--- config.mk ---
export PLATFORM = sky130hd
export DESIGN_NAME = line_clear
export DESIGN_NICKNAME = d
export VERILOG_FILES = /design/src/rtl/line_clear.sv
export SDC_FILE = /design/constraint.sdc
export NUM_CORES = 1
export LEC_CHECK = 0
export ABC_AREA = 1
export CAP_MARGIN = 20
export CORE_AREA = 2 2 72 67
export CTS_BUF_LIST = sky130_fd_sc_hd__clkbuf_4
export DETAILED_ROUTE_END_ITERATION = 6
export DIE_AREA = 0 0 74 69
export PLACE_DENSITY = 0.82
export SLEW_MARGIN = 40
export SYNTH_ARGS = -nofsm -noshare
export SYNTH_HDL_FRONTEND = slang
export SYNTH_SLANG_ARGS = --single-unit
--- constraint.sdc ---
create_clock -name clk -period 8.1 [get_ports clk]
set_clock_uncertainty 0.05 [all_clocks]
set_input_delay 1.215 -clock clk [delete_from_list [all_inputs] [get_ports clk]]
set_output_delay 1.215 -clock clk [all_outputs]
set_load 0.02 [all_outputs]
--- src/rtl/line_clear.sv ---
// line_clear: removes full rows from the board RAM after a piece locks, shifting rows above down.
// Optional macro LINE_CLEAR_SCORE_EN adds a score_delta output derived from lines_cleared.
`default_nettype none

module line_clear #(
  parameter int COLS   = 10,
  parameter int ROWS   = 25,
  parameter int DATA_W = 6,
  parameter int ADDR_W = 8
) (
  input  logic              clk,
  input  logic              reset,
  input  logic              enable,
  input  logic [DATA_W-1:0] ram_q,
  output logic [ADDR_W-1:0] ram_addr,
  output logic              wren,
  output logic [DATA_W-1:0] data,
  output logic              complete,
  output logic [4:0]        lines_cleared
`ifdef LINE_CLEAR_SCORE_EN
  ,
  output logic [7:0]        score_delta
`endif
);

  localparam int RW = (ROWS > 1) ? $clog2(ROWS) : 1;
  localparam int CW = (COLS > 1) ? $clog2(COLS) : 1;
  localparam logic [RW-1:0]     LAST_ROW = RW'(ROWS - 1);
  localparam logic [CW-1:0]     LAST_COL = CW'(COLS - 1);
  localparam logic [ADDR_W-1:0] COLS_A   = ADDR_W'(COLS);

  typedef enum logic [2:0] {
    IDLE, CHK_A, CHK_D, CP_A, CP_D, CP_W, FILL, DONE
  } state_t;

  state_t            state_q, state_d;
  logic [RW-1:0]     row_q, row_d;
  logic [RW-1:0]     scan_row_q, scan_row_d;
  logic [CW-1:0]     col_q, col_d;
  logic [DATA_W-1:0] data_q, data_d;
  logic [4:0]        lines_q, lines_d;

  always_ff @(posedge clk) begin
    if (reset) begin
      state_q    <= IDLE;
      row_q      <= '0;
      scan_row_q <= '0;
      col_q      <= '0;
      data_q     <= '0;
      lines_q    <= '0;
    end else begin
      state_q    <= state_d;
      row_q      <= row_d;
      scan_row_q <= scan_row_d;
      col_q      <= col_d;
      data_q     <= data_d;
      lines_q    <= lines_d;
    end
  end

  always_comb begin
    state_d    = state_q;
    row_d      = row_q;
    scan_row_d = scan_row_q;
    col_d      = col_q;
    data_d     = data_q;
    lines_d    = lines_q;
    if (!enable) begin
      state_d    = IDLE;
      row_d      = '0;
      scan_row_d = '0;
      col_d      = '0;
      data_d     = '0;
      lines_d    = '0;
    end else begin
      case (state_q)
        IDLE: begin
          row_d   = LAST_ROW;
          col_d   = '0;
          lines_d = '0;
          state_d = CHK_A;
        end
        CHK_A: state_d = CHK_D;
        CHK_D: begin
          if (ram_q == '0) begin
            if (row_q == '0) begin
              state_d = DONE;
            end else begin
              row_d   = row_q - RW'(1);
              col_d   = '0;
              state_d = CHK_A;
            end
          end else if (col_q == LAST_COL) begin
            if (lines_q != 5'd31) lines_d = lines_q + 5'd1;
            scan_row_d = row_q;
            col_d      = '0;
            state_d    = (row_q == '0) ? FILL : CP_A;
          end else begin
            col_d   = col_q + CW'(1);
            state_d = CHK_A;
          end
        end
        CP_A: state_d = CP_D;
        CP_D: begin
          data_d  = ram_q;
          state_d = CP_W;
        end
        CP_W: begin
          if (col_q != LAST_COL) begin
            col_d   = col_q + CW'(1);
            state_d = CP_A;
          end else begin
            col_d      = '0;
            scan_row_d = scan_row_q - RW'(1);
            state_d    = (scan_row_q == RW'(1)) ? FILL : CP_A;
          end
        end
        FILL: begin
          // row stays put: the row above has dropped into it and must be re-checked
          if (col_q != LAST_COL) begin
            col_d = col_q + CW'(1);
          end else begin
            col_d   = '0;
            state_d = CHK_A;
          end
        end
        DONE:    state_d = DONE;
        default: state_d = IDLE;
      endcase
    end
  end

  always_comb begin
    ram_addr      = '0;
    wren          = 1'b0;
    data          = '0;
    complete      = 1'b0;
    lines_cleared = lines_q;
    case (state_q)
      CHK_A, CHK_D: ram_addr = ADDR_W'(row_q) * COLS_A + ADDR_W'(col_q);
      CP_A, CP_D:   ram_addr = ADDR_W'(scan_row_q - RW'(1)) * COLS_A + ADDR_W'(col_q);
      CP_W: begin
        ram_addr = ADDR_W'(scan_row_q) * COLS_A + ADDR_W'(col_q);
        wren     = 1'b1;
        data     = data_q;
      end
      FILL: begin
        ram_addr = ADDR_W'(col_q);
        wren     = 1'b1;
      end
      DONE:    complete = 1'b1;
      default: ;
    endcase
  end

`ifdef LINE_CLEAR_SCORE_EN
  logic [7:0] score_q, score_d;

  always_comb begin
    score_d = score_q;
    if (!enable) begin
      score_d = '0;
    end else if (state_q != DONE && state_d == DONE) begin
      case (lines_q)
        5'd0:    score_d = 8'd0;
        5'd1:    score_d = 8'd1;
        5'd2:    score_d = 8'd3;
        5'd3:    score_d = 8'd5;
        default: score_d = 8'd8;
      endcase
    end
  end

  always_ff @(posedge clk) begin
    if (reset) score_q <= '0;
    else       score_q <= score_d;
  end

  assign score_delta = score_q;
`endif

endmodule

`default_nettype wire

==> results.py, run 1 <==
metrics = {
    "run_status": {
        "status": "completed",
    },
    "logic_synthesis": {
        "syn-cell-area_sq_um": 2516,
        "synth_area_leaders": "dfxtp_1, ha_1, nand2_1",
        "netlist_instances": 357,
        "syn-mean-instance-area_sq_um": 7.048,
        "synth-seq-area-share": 0.2228,
        "synth_top_cell_by_area": "dfxtp_1",
        "synth.yosys.warnings": 0,
        "synth_nets": 400,
        "ys_ff_latch": 28,
        "synth_top_area_share": 0.2228,
        "ys_types": 39,
    },
    "clock_tree": {
        "cts_tree": "done",
        "insertion_delay_ps": 330,
        "ctsResizeCount": 0,
        "post_cts_buffers": 0,
        "clockBufferDepth": 2,
        "clock-root-buffer": "clkbuf_4",
        "cts_htree_levels": 1,
        "cts_sinks": 28,
        "cts_buffers": 3,
        "cts_hold_buf": 0,
        "clkTransAtPathRegs_ps": 130,
    },
    "layout": {
        "stdcell_count": 446,
        "final_nets": 429,
        "drive_gt1_frac": 0.1094,
        "seq_area_sq_um": 560.5,
        "fill_cells": 404,
        "n_antenna_cell": 0,
        "syn_to_final_growth_pct": 13.92,
        "final_common_cell": "nand2_1",
        "mostFrequentLayoutCells": "nand2_1, inv_1, nor2_1",
        "multiInputGateArea_sq_um": 1690,
    },
    "critical_path": {
        "slowest_delay_ps": 600,
        "crit_fanout": 22,
        "cp.arrival_ps": 3600,
        "crit_type": "flip-flop to output pin",
        "cpMaxStageDelayCell": "clkdlybuf4s50_1",
        "path_delay_family": "simple AND/OR/NAND/NOR gates",
        "timing.critical_path.required_ps": 6840,
        "worstPathBufferInverterCount": 5,
        "cpMostUsedCell": "nor2_1",
        "end_kind": "output pin",
        "crit_chain": "inv_2, nor2_2, nand2_4, clkinv_4, nor2_4, a221o_1, ha_1, inv_1, fa_1, nor2_1, inv_1, nand2_1, nand3_2, nor2_2, nor2_1, nor2_1, clkdlybuf4s50_1",
        "start_kind": "flip-flop",
    },
    "die": {
        "core_area_sq_um": 4345,
        "start_util": 0.5790,
        "die_y_um": 69,
        "boundaryPins": 30,
        "die_area_sq_um": 5106,
        "rows": 23,
        "die_w_um": 74,
    },
    "power": {
        "internal_power_w": 0.0001826,
        "peakVddDrop_mv": 0.08845,
        "clock_power_share": 0.217,
        "power_frac_comb": 0.237,
        "power_per_cell_area_nw_per_um2": 92.90,
        "pwr-share-seq": 0.545,
        "p_sw_frac": 0.3145,
        "p_leak_nw": 1.302,
        "p_switching_w": 0.00008375,
    },
    "sta": {
        "fmax_ghz": 0.2055,
        "slew_viol_final": 0,
        "finalCriticalPeriod_ps": 4866,
        "rsz0062_at_grt": "false",
        "fin_ws_ps": 3234,
        "period_share": 0.6008,
        "slew_headroom": 0.5347,
        "tns_ps": 0,
        "finalHoldViolCount": 0,
        "worst_slew_pin_slew_ps": 697.2,
        "setup_viol": 0,
        "holdWs_ps": 414.7,
    },
    "route": {
        "post_drt_wl_per_cell_um": 12.33,
        "vias": 2383,
        "dr.pass1.iters": 4,
        "drc": 0,
        "vias_per_cell": 5.343,
        "drt_wl_total_um": 5499,
        "ant_nets": 0,
        "drtIter0Drc": 113,
    },
    "global_routing": {
        "antenna_found_initial": 0,
        "grt_pass1_vias": 2216,
        "grt_pass1_wl_um": 9480,
        "grt.overflow.total": 0,
        "track_usage": 0.2247,
        "grt_max_degree": 23,
    },
    "placement": {
        "port-buffer-count": 29,
        "place_inst": 443,
        "dp_hpwl_um": 4457,
        "post-place-ws_ps": 3608,
        "gp_congestion": 0.8452,
    },
    "hold_path": {
        "hp-class": "flip-flop to flip-flop",
    },
    "run": {
        "max-cap-violations": 0,
    },
}
synthesized netlist by cell type:
| library cell | n |
|---|---|
| o21ai_2 | 1 |
| a32o_1 | 1 |
| o21ai_1 | 9 |
| clkbuf_1 | 1 |
| nand4_1 | 6 |
| nand2_2 | 7 |
| inv_2 | 6 |
| ha_1 | 30 |
| a31oi_1 | 6 |
| dfxtp_1 | 28 |
| xnor2_1 | 1 |
| inv_1 | 46 |
| nor3b_2 | 1 |
| o211ai_1 | 1 |
| a221o_1 | 1 |
| o21ai_4 | 1 |
| buf_6 | 3 |
| nor2_2 | 4 |
| nor2_4 | 1 |
| nand2_4 | 5 |
| a31o_2 | 1 |
| nand2b_1 | 1 |
| o22ai_1 | 2 |
| xor2_1 | 6 |
| nand3_1 | 30 |
| clkinv_4 | 1 |
| fa_1 | 4 |
| nor3_1 | 5 |
| nand3_2 | 4 |
| o211a_1 | 1 |
| nand2_1 | 61 |
| nor2_1 | 36 |
| a21oi_1 | 22 |
| a21oi_2 | 2 |
| nor2_8 | 1 |
| inv_6 | 1 |
| inv_4 | 2 |
| buf_2 | 1 |
| o21ai_0 | 17 |
worst reg2reg max path, stage by stage, from the launching register on:
cell and delay (ps):
dfxtp_1 630, inv_2 110, nor2_2 170, nand2_4 200, a21oi_2 260, inv_2 110, o21ai_1 140, a21oi_1 60
power by group through the flow:
stage          Combinational [W]  Clock (W)  Sequential [W]
2_1_floorplan          0.0000472          0        0.000146
5_1_grt                0.0000713  0.0000635        0.000146
4_1_cts                0.0000629  0.0000593        0.000145
6_report               0.0000632  0.0000579        0.000145
3_5_place_dp           0.0000626          0        0.000148
3_3_place_gp           0.0000613          0        0.000148
worst paths after layout:
path               from             to  slack [ps]  cells after the start
max          state_q[0]    ram_addr[7]        3230                     17
min           data_q[5]      data_q[5]         410                      2
min reg2reg   data_q[5]      data_q[5]         410                      2
max reg2reg  state_q[0]  scan_row_q[3]        6280                      7
cells by family after synthesis:
logic type	synth area share
xor+xnor	0.02437
buf+inv	0.1064
flops	0.2228
fa+ha+maj	0.1810
compound gates	0.1507
simple gates	0.3148
metrics by stage:
stage / power, W / util / area [sq um]
floorplan: 0.0001934 / - / 2516
global placement: 0.0002094 / 0.6539 / 2841
detailed placement: 0.0002107 / 0.6545 / 2844
CTS: 0.0002674 / 0.6597 / 2867
global route: 0.0002806 / 0.6597 / 2867
finish: 0.0002663 / 0.6597 / 2867
routing by layer:
metal,GRT usage,up-vias,wire length [um]
li1,-,1252,-
met1,0.3104,1078,2646
met3,0.01462,4,173
met4,0.04444,0,30
met2,0.3819,49,2649
met5,0,-,0
registers in the layout, summed over array words and instances, names as in the netlist:
name           cells
data_q             6
scan_row_q         5
col_q              4
lines_cleared      5
state_q            3
row_q              5
layout make-up:
class | instances | area share
Inverter | 56 | 0.07857
Clock buffer | 3 | 0.007857
Sequential cell | 28 | 0.1955
Multi-Input combinational cell | 268 | 0.5897
Tap cell | 62 | 0.02706
Timing Repair Buffer | 29 | 0.1013
Power figures use the tool's default switching activity.
==> inputs of run 2 (changes only) <==
CORE_AREA = 2 2 76 71   (was 2 2 72 67)
DIE_AREA = 0 0 78 73   (was 0 0 74 69)
PLACE_DENSITY = 0.77   (was 0.82)
clock period = 4.3 ns   (was 8.1 ns; I/O delays follow)
==> results.py, run 2 (synthesis results as in run 1) <==
metrics = {
    "run_status": {
        "status": "completed",
    },
    "run": {
        "max-cap-violations": 0,
    },
    "sta": {
        "slew_viol_final": 0,
        "fin_ws_ps": 293.6,
        "period_share": 0.9317,
        "setup_viol": 0,
        "tns_ps": 0,
        "finalHoldViolCount": 0,
        "slew_headroom": 0.4795,
        "fmax_ghz": 0.2496,
        "worst_slew_pin_slew_ps": 777.9,
        "finalCriticalPeriod_ps": 4006,
        "rsz0062_at_grt": "false",
    },
    "critical_path": {
        "timing.rr.end": "state_q[0]",
        "cp.arrival_ps": 3310,
        "reg2reg_slack_ps": 2560,
        "crit_fanout": 8,
        "end_kind": "output pin",
        "crit_end": "ram_addr[5]",
        "worst_r2r_path_depth": 9,
        "r2r_start": "col_q[1]",
        "crit_type": "flip-flop to output pin",
        "start_kind": "flip-flop",
        "timing.critical_path.required_ps": 3610,
        "critPathLaunch": "scan_row_q[0]",
    },
    "global_routing": {
        "antenna_found_initial": 0,
        "grt_max_degree": 16,
        "grt.overflow.total": 0,
        "grt_pass1_vias": 2267,
        "grt_pass1_wl_um": 9763,
        "track_usage": 0.2095,
    },
    "power": {
        "power_per_cell_area_nw_per_um2": 174.8,
        "peakVddDrop_mv": 0.1817,
        "p_leak_nw": 1.347,
    },
    "clock_tree": {
        "cts_buffers": 3,
        "cts_htree_levels": 1,
        "cts_tree": "done",
        "cts_sinks": 28,
        "clock-root-buffer": "clkbuf_4",
        "clockBufferDepth": 2,
        "insertion_delay_ps": 330,
        "clkTransAtPathRegs_ps": 150,
    },
    "layout": {
        "top_register": "data_q",
        "n_antenna_cell": 0,
        "largest_reg_flops": 6,
        "syn_to_final_growth_pct": 15.61,
        "drive_gt1_frac": 0.1240,
        "mostFrequentLayoutCells": "nand2_1, inv_1, nor2_1",
        "stdcell_count": 454,
        "final_common_cell": "nand2_1",
        "final_nets": 431,
    },
    "placement": {
        "place_inst": 449,
        "dp_hpwl_um": 4562,
        "gp_congestion": 0.8402,
        "port-buffer-count": 29,
        "post-place-ws_ps": 353.9,
    },
    "die": {
        "die_area_sq_um": 5694,
        "die_w_um": 78,
        "boundaryPins": 30,
        "rows": 25,
        "core_area_sq_um": 5005,
        "die_y_um": 73,
        "start_util": 0.5027,
    },
    "route": {
        "vias": 2409,
        "dr.pass1.iters": 4,
        "drtIter0Drc": 161,
        "ant_nets": 0,
        "post_drt_wl_per_cell_um": 12.72,
        "drc": 0,
        "drt_wl_total_um": 5776,
        "vias_per_cell": 5.306,
    },
    "hold_path": {
        "hp-class": "flip-flop to flip-flop",
    },
}
[run 2: cell types whose count changed in the layout (fill, tap and decap cells not counted), moves of 2 or more]
cell | previous run | this run
clkdlybuf4s50_1 | 29 | 27
dfxtp_1 | 28 | 25
dfxtp_2 | 0 | 2
dlymetal6s2s_1 | 0 | 2
[run 2: how the worst min path moves through the flow]
stage               startpoint  cells after the start  slack (ps)   endpoint
floorplan            data_q[0]                      2         380  data_q[0]
global placement     data_q[1]                      2         390  data_q[1]
detailed placement   data_q[3]                      2         400  data_q[3]
CTS                  data_q[3]                      2         420  data_q[3]
global route         data_q[3]                      2         440  data_q[3]
finish               data_q[5]                      2         410  data_q[5]
[run 2: worst max-delay path, stage by stage, from the launching register on]
cell	delay, ps
dfxtp_1	360
inv_1	200
ha_2	280
nand3_1	120
nand2_1	110
inv_1	50
ha_1	340
fa_1	500
nand2_2	80
nand3_2	110
nand3_2	100
nand2_1	50
nor2_1	90
clkdlybuf4s50_1	600
[run 2: area by class of cell]
cell class              count  area [sq um]
clock buffers               3         22.52
clock inverters             1         3.754
fillers                   494          2096
inverters                  56         225.2
multi-input cells         269          1704
flip-flops and latches     28         566.8
well taps                  67         83.83
repair buffers             30         302.8
[run 2: per-layer routing]
| layer | global-route usage | wire, um | up-vias |
|---|---|---|---|
| li1 | - | - | 1240 |
| met1 | 0.2807 | 2729 | 1096 |
| met2 | 0.3554 | 2701 | 62 |
| met3 | 0.02970 | 267 | 11 |
| met4 | 0.05848 | 78 | 0 |
| met5 | 0 | 0 | - |
[run 2: timing repair]
action,4_1_cts,5_1_grt
hold buffers,0,0
setup endpoints to repair,1,3
gates resized for setup,1,7
cloned,1,0
buffers inserted,0,0
pin swaps,0,0
[run 2: report_power, final]
group	total [W]	switching (W)	internal (W)	leakage (nW)
clock	0.000115	0.0000807	0.0000341	0.0154
sequential	0.000273	0.00000891	0.000264	0.228
combinational	0.000120	0.0000734	0.0000470	1.10
[run 2: metrics by stage]
stage / util / power, W / hold slack, ps / instance area [sq um]
2_1_floorplan: - / 0.0003644 / 379.8 / 2516
3_3_place_gp: 0.5705 / 0.0003955 / 390.6 / 2855
3_5_place_dp: 0.5705 / 0.0003980 / 395.5 / 2855
4_1_cts: 0.5773 / 0.0005105 / 416.1 / 2889
5_1_grt: 0.5813 / 0.0005337 / 438.4 / 2909
6_report: 0.5813 / 0.0005085 / 413.4 / 2909
